### src/rtl/alu_cmd_sequencer.sv
// Command front-end for the 32-bit ALU: FIFO-buffered commands issued one at a time, results returned on a valid/ready channel.
// Optional: define ALU_CMD_SEQ_ERR_FLUSH_EN to flush queued commands and block new ones after an ALU error.
module alu_cmd_sequencer #(
  parameter int unsigned DEPTH   = 4,
  parameter logic [3:0]  NOOP_OP = 4'b1110,
  parameter logic [3:0]  CLR_OP  = 4'b1100
) (
  input  logic        clk,
  input  logic        rst_n,
  input  logic        cmd_valid,
  output logic        cmd_ready,
  input  logic [3:0]  cmd_op,
  input  logic [31:0] cmd_p,
  input  logic [31:0] cmd_q,
  output logic        rsp_valid,
  input  logic        rsp_ready,
  output logic [31:0] rsp_data,
  output logic [1:0]  rsp_err,
  output logic [3:0]  rsp_op,
  output logic [3:0]  alu_op,
  output logic [31:0] alu_p,
  output logic [31:0] alu_q,
  input  logic [31:0] alu_result,
  input  logic [1:0]  alu_error,
  output logic        busy,
  output logic        err_sticky,
  input  logic        err_clr
);

  localparam int unsigned AW = $clog2(DEPTH);
  localparam logic [AW:0] FULL_COUNT = (AW + 1)'(DEPTH);

  typedef enum logic [1:0] {
    ST_INIT,
    ST_IDLE,
    ST_ISSUE,
    ST_RESP
  } seqState_e;

  seqState_e state;
  seqState_e nextState;

  logic [3:0]  memOp [DEPTH];
  logic [31:0] memP  [DEPTH];
  logic [31:0] memQ  [DEPTH];

  logic [AW-1:0] wrPtr;
  logic [AW-1:0] rdPtr;
  logic [AW-1:0] rdPtrNext;
  logic [AW:0]   count;
  logic [AW:0]   countNext;

  logic full;
  logic empty;
  logic push;
  logic pop;
  logic flush;

  logic [3:0]  aluOpNext;
  logic [31:0] aluPNext;
  logic [31:0] aluQNext;

  assign full  = (count == FULL_COUNT);
  assign empty = (count == '0);

`ifdef ALU_CMD_SEQ_ERR_FLUSH_EN
  assign cmd_ready = !full && !err_sticky;
  assign flush     = (state == ST_ISSUE) && (alu_error != 2'b00);
`else
  assign cmd_ready = !full;
  assign flush     = 1'b0;
`endif

  assign push = cmd_valid && cmd_ready;
  assign pop  = (state == ST_ISSUE);
  assign busy = (state != ST_IDLE) || !empty;

  // A push landing on the flush edge is a completed handshake, so it survives.
  always_comb begin
    countNext = count;
    rdPtrNext = rdPtr;
    if (flush) begin
      countNext = push ? (AW + 1)'(1) : '0;
      rdPtrNext = wrPtr;
    end else begin
      if (pop) begin
        rdPtrNext = rdPtr + 1'b1;
      end
      unique case ({push, pop})
        2'b10:   countNext = count + 1'b1;
        2'b01:   countNext = count - 1'b1;
        default: countNext = count;
      endcase
    end
  end

  always_comb begin
    nextState = state;
    unique case (state)
      ST_INIT:  nextState = ST_IDLE;
      ST_IDLE:  if (!empty) nextState = ST_ISSUE;
      ST_ISSUE: nextState = ST_RESP;
      ST_RESP:  if (rsp_ready) nextState = empty ? ST_IDLE : ST_ISSUE;
      default:  nextState = ST_INIT;
    endcase
  end

  // ALU drive is registered from the next state, so it is stable through ISSUE.
  always_comb begin
    aluOpNext = NOOP_OP;
    aluPNext  = '0;
    aluQNext  = '0;
    if (nextState == ST_ISSUE) begin
      aluOpNext = memOp[rdPtr];
      aluPNext  = memP[rdPtr];
      aluQNext  = memQ[rdPtr];
    end
  end

  always_ff @(posedge clk) begin
    if (push) begin
      memOp[wrPtr] <= cmd_op;
      memP[wrPtr]  <= cmd_p;
      memQ[wrPtr]  <= cmd_q;
    end
  end

  always_ff @(posedge clk or negedge rst_n) begin
    if (!rst_n) begin
      state <= ST_INIT;
      wrPtr <= '0;
      rdPtr <= '0;
      count <= '0;
    end else begin
      state <= nextState;
      rdPtr <= rdPtrNext;
      count <= countNext;
      if (push) begin
        wrPtr <= wrPtr + 1'b1;
      end
    end
  end

  always_ff @(posedge clk or negedge rst_n) begin
    if (!rst_n) begin
      alu_op <= CLR_OP;
      alu_p  <= '0;
      alu_q  <= '0;
    end else begin
      alu_op <= aluOpNext;
      alu_p  <= aluPNext;
      alu_q  <= aluQNext;
    end
  end

  always_ff @(posedge clk or negedge rst_n) begin
    if (!rst_n) begin
      rsp_valid <= 1'b0;
      rsp_data  <= '0;
      rsp_err   <= '0;
      rsp_op    <= '0;
    end else if (state == ST_ISSUE) begin
      rsp_valid <= 1'b1;
      rsp_data  <= alu_result;
      rsp_err   <= alu_error;
      rsp_op    <= alu_op;
    end else if ((state == ST_RESP) && rsp_ready) begin
      rsp_valid <= 1'b0;
    end
  end

  always_ff @(posedge clk or negedge rst_n) begin
    if (!rst_n) begin
      err_sticky <= 1'b0;
    end else if ((state == ST_ISSUE) && (alu_error != 2'b00)) begin
      err_sticky <= 1'b1;
    end else if (err_clr) begin
      err_sticky <= 1'b0;
    end
  end

endmodule

### config.mk
export PLATFORM = sky130hd
export DESIGN_NAME = alu_cmd_sequencer
export DESIGN_NICKNAME = d
export VERILOG_FILES = /design/src/rtl/alu_cmd_sequencer.sv
export SDC_FILE = /design/constraint.sdc
export NUM_CORES = 1
export LEC_CHECK = 0
export ABC_AREA = 1
export CAP_MARGIN = 0
export CORE_UTILIZATION = 54
export DETAILED_ROUTE_END_ITERATION = 12
export GPL_TIMING_DRIVEN = 0
export PLACE_DENSITY_LB_ADDON = 0.25
export SYNTH_ARGS = -nofsm -noshare
export SYNTH_HDL_FRONTEND = slang
export SYNTH_SLANG_ARGS = --single-unit
### constraint.sdc
create_clock -name clk -period 9.27 [get_ports clk]
set_input_delay 0.927 -clock clk [delete_from_list [all_inputs] [get_ports clk]]
set_output_delay 0.927 -clock clk [all_outputs]
set_load 0.1 [all_outputs]
==> reports/results.ini, run 1 <==
[timing]
fin_crit_sh=0.352
relSlewSlack=0.298
tightest_slew_ns=1.05
grt_setup_unrepaired=false
fin_crit_ns=3.27
timing.fmax_mhz=306
final.setup_skew_ns=0.00931
fin_setup_tns_ns=0
setup_viol=0
maxSlewViolCount=0
hold_violations=0

[worst_setup_path]
reg2reg_slack_ns=6.99
cpPeakStageDelay_ns=1.15
critPathCaptureType=primary output
crit_path_start_kind=flop
critPathTopFamily=buffers and inverters
cp_max_fo=3
crit_chain=inv_1 -> nand3_1 -> inv_1 -> nand3_1 -> clkdlybuf4s50_1
worstSetupPathType=flop to primary output
crit_slowest_cell=clkdlybuf4s50_1
crit_required_ns=8.34
arrival_ns=2.34
crit_buf_inv=3

[global_routing]
grt_use_met1=0.292
grt_util_all_layers=0.239
use_met2=0.410
grt_max_degree=74
grt_pass1_vias=10100
grtUsageMet3=0.0495
grt_pass1_wl_mm=52.2
antenna_found_initial=5
grt-ovfl-total=0
top_usage_layer=met2

[layout]
final_area_um2=19300
final_common_cell=nand2_1
syn_to_final_growth_pct=26.5
stdcell_count=2038
drive_gt1_frac=0.0845
layout_common_cells=nand2_1 (406), inv_1 (277), edfxtp_1 (272)
nets=1740

[routing]
viasPerCell=4.96
dr.pass1.iters=8
drt_wl_total_mm=33.7
vias=10100
drtAntennaViolNets=0
dr.first_iter.drc_count=739
wl_per_cell_um=16.5
drc=0

[run_status]
status=finished, final reports clean

[logic_synthesis]
dominantRegCellSynth=edfxtp_1
synthCells=1361
yosys_warnings=0
synth_nets=1474
synth_area_leaders=edfxtp_1 (53%), dfrtp_1 (19%), nand2_1 (10%), inv_1 (6.8%), nand3_1 (4.7%)
synth-edff-count=272
synth_area_leader_cell=edfxtp_1
synth_area_um2=15300
synth_top_area_frac=0.535
synth-seq-area-share=0.726
synth.avg_cell_area_um2=11.2
ys_ff_latch=389
async_flop_share=0.301
ys_types=25

[die]
coreArea_um2=27800
dieArea_um2=29000
initial_core_util=0.550
die_h_um=170
io_pins=217
placementRows=61
fp.dieW_um=170

[power_and_ir_drop]
switching_share=0.453
ir_drop_mv=0.197
seqPwrFrac=0.340
internal-power_w=0.00396
leakagePower_nw=8.56
p_comb_frac=0.457
switching_power_w=0.00328
p_per_area_nw_per_um2=374
clockPowerShare=0.202

[clock_tree]
cts_tree=done
postCtsSetupRepairBufs=0
insertion_delay_ns=0.52
cts_made_buffers=39
cts-resized-gates=0
h-tree-depth=2
root_buffer=clkbuf_16
cts_sinks=389
postCtsHoldBufs=0
cts.path.max_buffers=3
path_clk_slew_ns=0.06

[place]
port_buffers=216
gp_congestion=0.731
dp.cells=1964
dp_hpwl_mm=21.7
placed_area_um2=18100

[flow_run]
maxCapViolCount=0

[hold_path]
min_path_type=input port to asynchronous set/reset pin

flip-flops by register name, indices dropped and copies added, names as in the netlist:
signal / flops
rdPtr: 2
count: 3
memQ: 128
memOp: 16
alu_q: 32
rsp_err: 2
alu_p: 32
rsp_op: 4
alu_op: 4
rsp_valid: 1
state: 2
memP: 128
rsp_data: 32
wrPtr: 2
err_sticky: 1
cells in the mapped netlist, types with 2 or more instances:
cell type,count
inv_2,3
nor2_1,4
edfxtp_1,272
inv_1,277
nand3_1,142
dfrtp_1,115
o21ai_0,2
dfstp_2,2
a21oi_1,35
ha_1,5
buf_6,3
buf_4,2
buf_1,3
nand2_1,406
clkbuf_1,20
xor2_1,2
buf_2,31
a21oi_2,30
logic make-up (layout without fill, tap and decap cells):
kind of cell    Yosys count  in the layout  share of synthesized area
compound gates           70             70                     0.0307
other cells               0              3                          0
buf+inv                 339            635                     0.0878
fa+ha+maj                 6              6                    0.00540
flops                   389            389                      0.726
xor+xnor                  3              3                    0.00172
simple gates            554            554                      0.148
metrics by stage:
step | utilization | setup WS (ns) | total power (W) | hold slack (ns)
after global placement | 0.645 | 1.97 | 0.00574 | 0.452
after global routing | 0.696 | 5.86 | 0.00759 | 0.376
after floorplan | - | 4.31 | 0.00486 | 0.446
after CTS | 0.696 | 5.97 | 0.00728 | 0.358
final | 0.696 | 6.00 | 0.00723 | 0.348
after detailed placement | 0.653 | 6.13 | 0.00581 | 0.457
power groups by stage:
stage          clock [W]  combinational, W  sequential (W)
2_1_floorplan          0           0.00111         0.00375
3_3_place_gp           0           0.00320         0.00253
3_5_place_dp           0           0.00331         0.00249
4_1_cts          0.00149           0.00332         0.00246
5_1_grt          0.00157           0.00352         0.00250
6_report         0.00146           0.00331         0.00246
layer usage:
metal | part of all wire | vias to the layer above
met3 | 0.075 | 86
met5 | 0.00086 | -
li1 | - | 4833
met2 | 0.50 | 375
met4 | 0.033 | 4
met1 | 0.39 | 4808
worst register-to-register path, stage by stage, from the launching register on:
cell and delay, ns:
dfrtp_1 0.36, inv_1 0.09, nand3_1 0.16, nand2_1 0.31, nor2_4 0.73, buf_12 0.31
final cells by class:
cell class	count	area [um2]
repair buffers	225	2350
multi-input cells	633	2870
clock inverters	16	116
flip-flops and latches	389	11100
diodes	3	7.51
plain buffers	59	290
clock buffers	55	1080
well taps	378	473
inverters	280	1050
fillers	1944	8450
final timing paths:
kind	startpoint	to	cells after the start
min in group clk	rsp_data[23]	rsp_data[23]	2
max reg2reg	count[0]	memQ[3][27]	5
max	count[0]	busy	5
max in group asynchronous	rst_n	alu_op[3]	2
min	rst_n	alu_p[26]	1
min reg2reg	rsp_data[23]	rsp_data[23]	2
Power figures use the tool's default switching activity.
==> run 2, diff against run 1 <==
- clock period: 9.27 -> 3.23 ns (I/O delays scaled with it)
==> run 2 against run 1 <==
Compared with the run above: routed wire length increased by 0.98%; die area unchanged; global-route usage is essentially flat; clock power rose to 3.0 times the previous value; via count fell by 0.12%; register-to-register slack worse by 6.2 ns; sequential power increased to 2.9 times the previous value; power grew to 2.9 times the previous value; worst hold slack got worse by 0.069 ns; utilization up 0.33 points; critical path depth unchanged.
==> reports/results.ini, run 2 (synthesized netlist as in run 1, its figures left out) <==
[worst_setup_path]
cp_max_fo=3
worstSetupPathType=flop to primary output
crit_chain=inv_1 -> nand3_1 -> inv_1 -> nand3_1 -> clkdlybuf4s50_1
arrival_ns=2.34
critPathCaptureType=primary output
crit_buf_inv=3
crit_required_ns=2.91
crit_slowest_cell=clkdlybuf4s50_1
cpPeakStageDelay_ns=1.15
crit_path_start_kind=flop
critPathTopFamily=buffers and inverters

[layout]
layout_common_cells=nand2_1 (406), inv_1 (277), edfxtp_1 (272)
syn_to_final_growth_pct=27.1
nets=1741
drive_gt1_frac=0.0875
final_common_cell=nand2_1
largest_registers=memP: 128 flops, memQ: 128 flops

[global_routing]
grt-ovfl-total=0
grt_pass1_vias=10100
grt_util_all_layers=0.239
antenna_found_initial=4
grt_pass1_wl_mm=52.4
grt_max_degree=83

[routing]
drc=0
drtAntennaViolNets=0
dr.pass1.iters=7
dr.first_iter.drc_count=811
viasPerCell=4.95
wl_per_cell_um=16.7
vias=10100
drt_wl_total_mm=34.0

[die]
initial_core_util=0.550
die_h_um=170
io_pins=217
placementRows=61
fp.dieW_um=170
dieArea_um2=29000
coreArea_um2=27800

[power_and_ir_drop]
finalPower_w=0.0210
ir_drop_mv=0.657
p_per_area_nw_per_um2=1080
leakagePower_nw=8.62

[timing]
maxSlewViolCount=0
fin_setup_tns_ns=0
hold_violations=0
timing.fmax_mhz=376
grt_setup_unrepaired=false
tightest_slew_ns=1.05
fin_crit_sh=0.824
setup_viol=0
final.setup_skew_ns=0.0133
relSlewSlack=0.297
fin_crit_ns=2.66
hold_slack_ns=0.279

[clock_tree]
insertion_delay_ns=0.52
h-tree-depth=2
cts_sinks=389
root_buffer=clkbuf_16
cts_made_buffers=39
path_clk_slew_ns=0.06
postCtsSetupRepairBufs=0
cts_tree=done
cts.path.max_buffers=3

[hold_path]
min_path_type=input port to asynchronous set/reset pin

[run_status]
status=finished, final reports clean

[place]
dp_hpwl_mm=22.0
gp_congestion=0.750
port_buffers=216

[flow_run]
maxCapViolCount=0

==> run 2: worst register-to-register path: stages (launching register included) <==
cell,delay (ns)
dfrtp_1,0.36
inv_1,0.09
nand3_1,0.17
nand2_1,0.32
nor2_4,0.62
buf_12,0.29
buf_12,0.25
==> run 2: what timing repair did <==
| action | in CTS | in global routing |
|---|---|---|
| hold endpoints to repair | 35 | 0 |
| gates resized for setup | 0 | 0 |
| hold buffers | 1 | 0 |
==> run 2: report_power, final <==
| group | total (W) | switching [W] | internal [W] | leakage, nW |
|---|---|---|---|---|
| clock | 0.00439 | 0.00177 | 0.00262 | 0.630 |
| combinational | 0.00953 | 0.00725 | 0.00228 | 4.01 |
| sequential | 0.00706 | 0.000387 | 0.00668 | 3.98 |
| total | 0.0210 | 0.00941 | 0.0116 | 8.62 |
==> run 2: worst paths after layout <==
| kind | start | endpoint | slack (ns) | cells past startpoint |
|---|---|---|---|---|
| max | count[1] | busy | 0.57 | 5 |
| min | rst_n | alu_p[26] | 0.28 | 2 |
| max reg2reg | count[1] | memP[3][13] | 0.81 | 6 |
| min reg2reg | rsp_data[17] | rsp_data[17] | 0.47 | 2 |
| max in group asynchronous | rst_n | alu_op[2] | 2.20 | 3 |
| min in group clk | alu_result[26] | rsp_data[26] | 0.35 | 3 |
==> run 2: metrics by stage <==
step / instances / setup slack (ns) / util / cell area, um2
2_1_floorplan: 1361 / -0.675 / - / 15300
3_3_place_gp: 1955 / -2.91 / 0.645 / 17900
3_5_place_dp: 1964 / 0.576 / 0.653 / 18100
4_1_cts: 2035 / 0.546 / 0.699 / 19400
5_1_grt: 2036 / 0.450 / 0.699 / 19400
6_report: 2038 / 0.570 / 0.699 / 19400
==> run 2: metal layers <==
layer | GRT usage | routed length (um)
met4 | 0.0811 | 693
met3 | 0.0514 | 2530
met5 | 0 | 13
met2 | 0.421 | 17000
met1 | 0.291 | 13700
==> run 2: area by class of cell <==
type                    count  area (um2)
well taps                 378         473
inverters                 280        1050
diodes                      3        7.51
plain buffers              59         290
clock buffers              60        1190
flip-flops and latches    389       11100
fillers                  1971        8360
multi-input cells         633        2870
clock inverters            10        78.8
repair buffers            226        2370
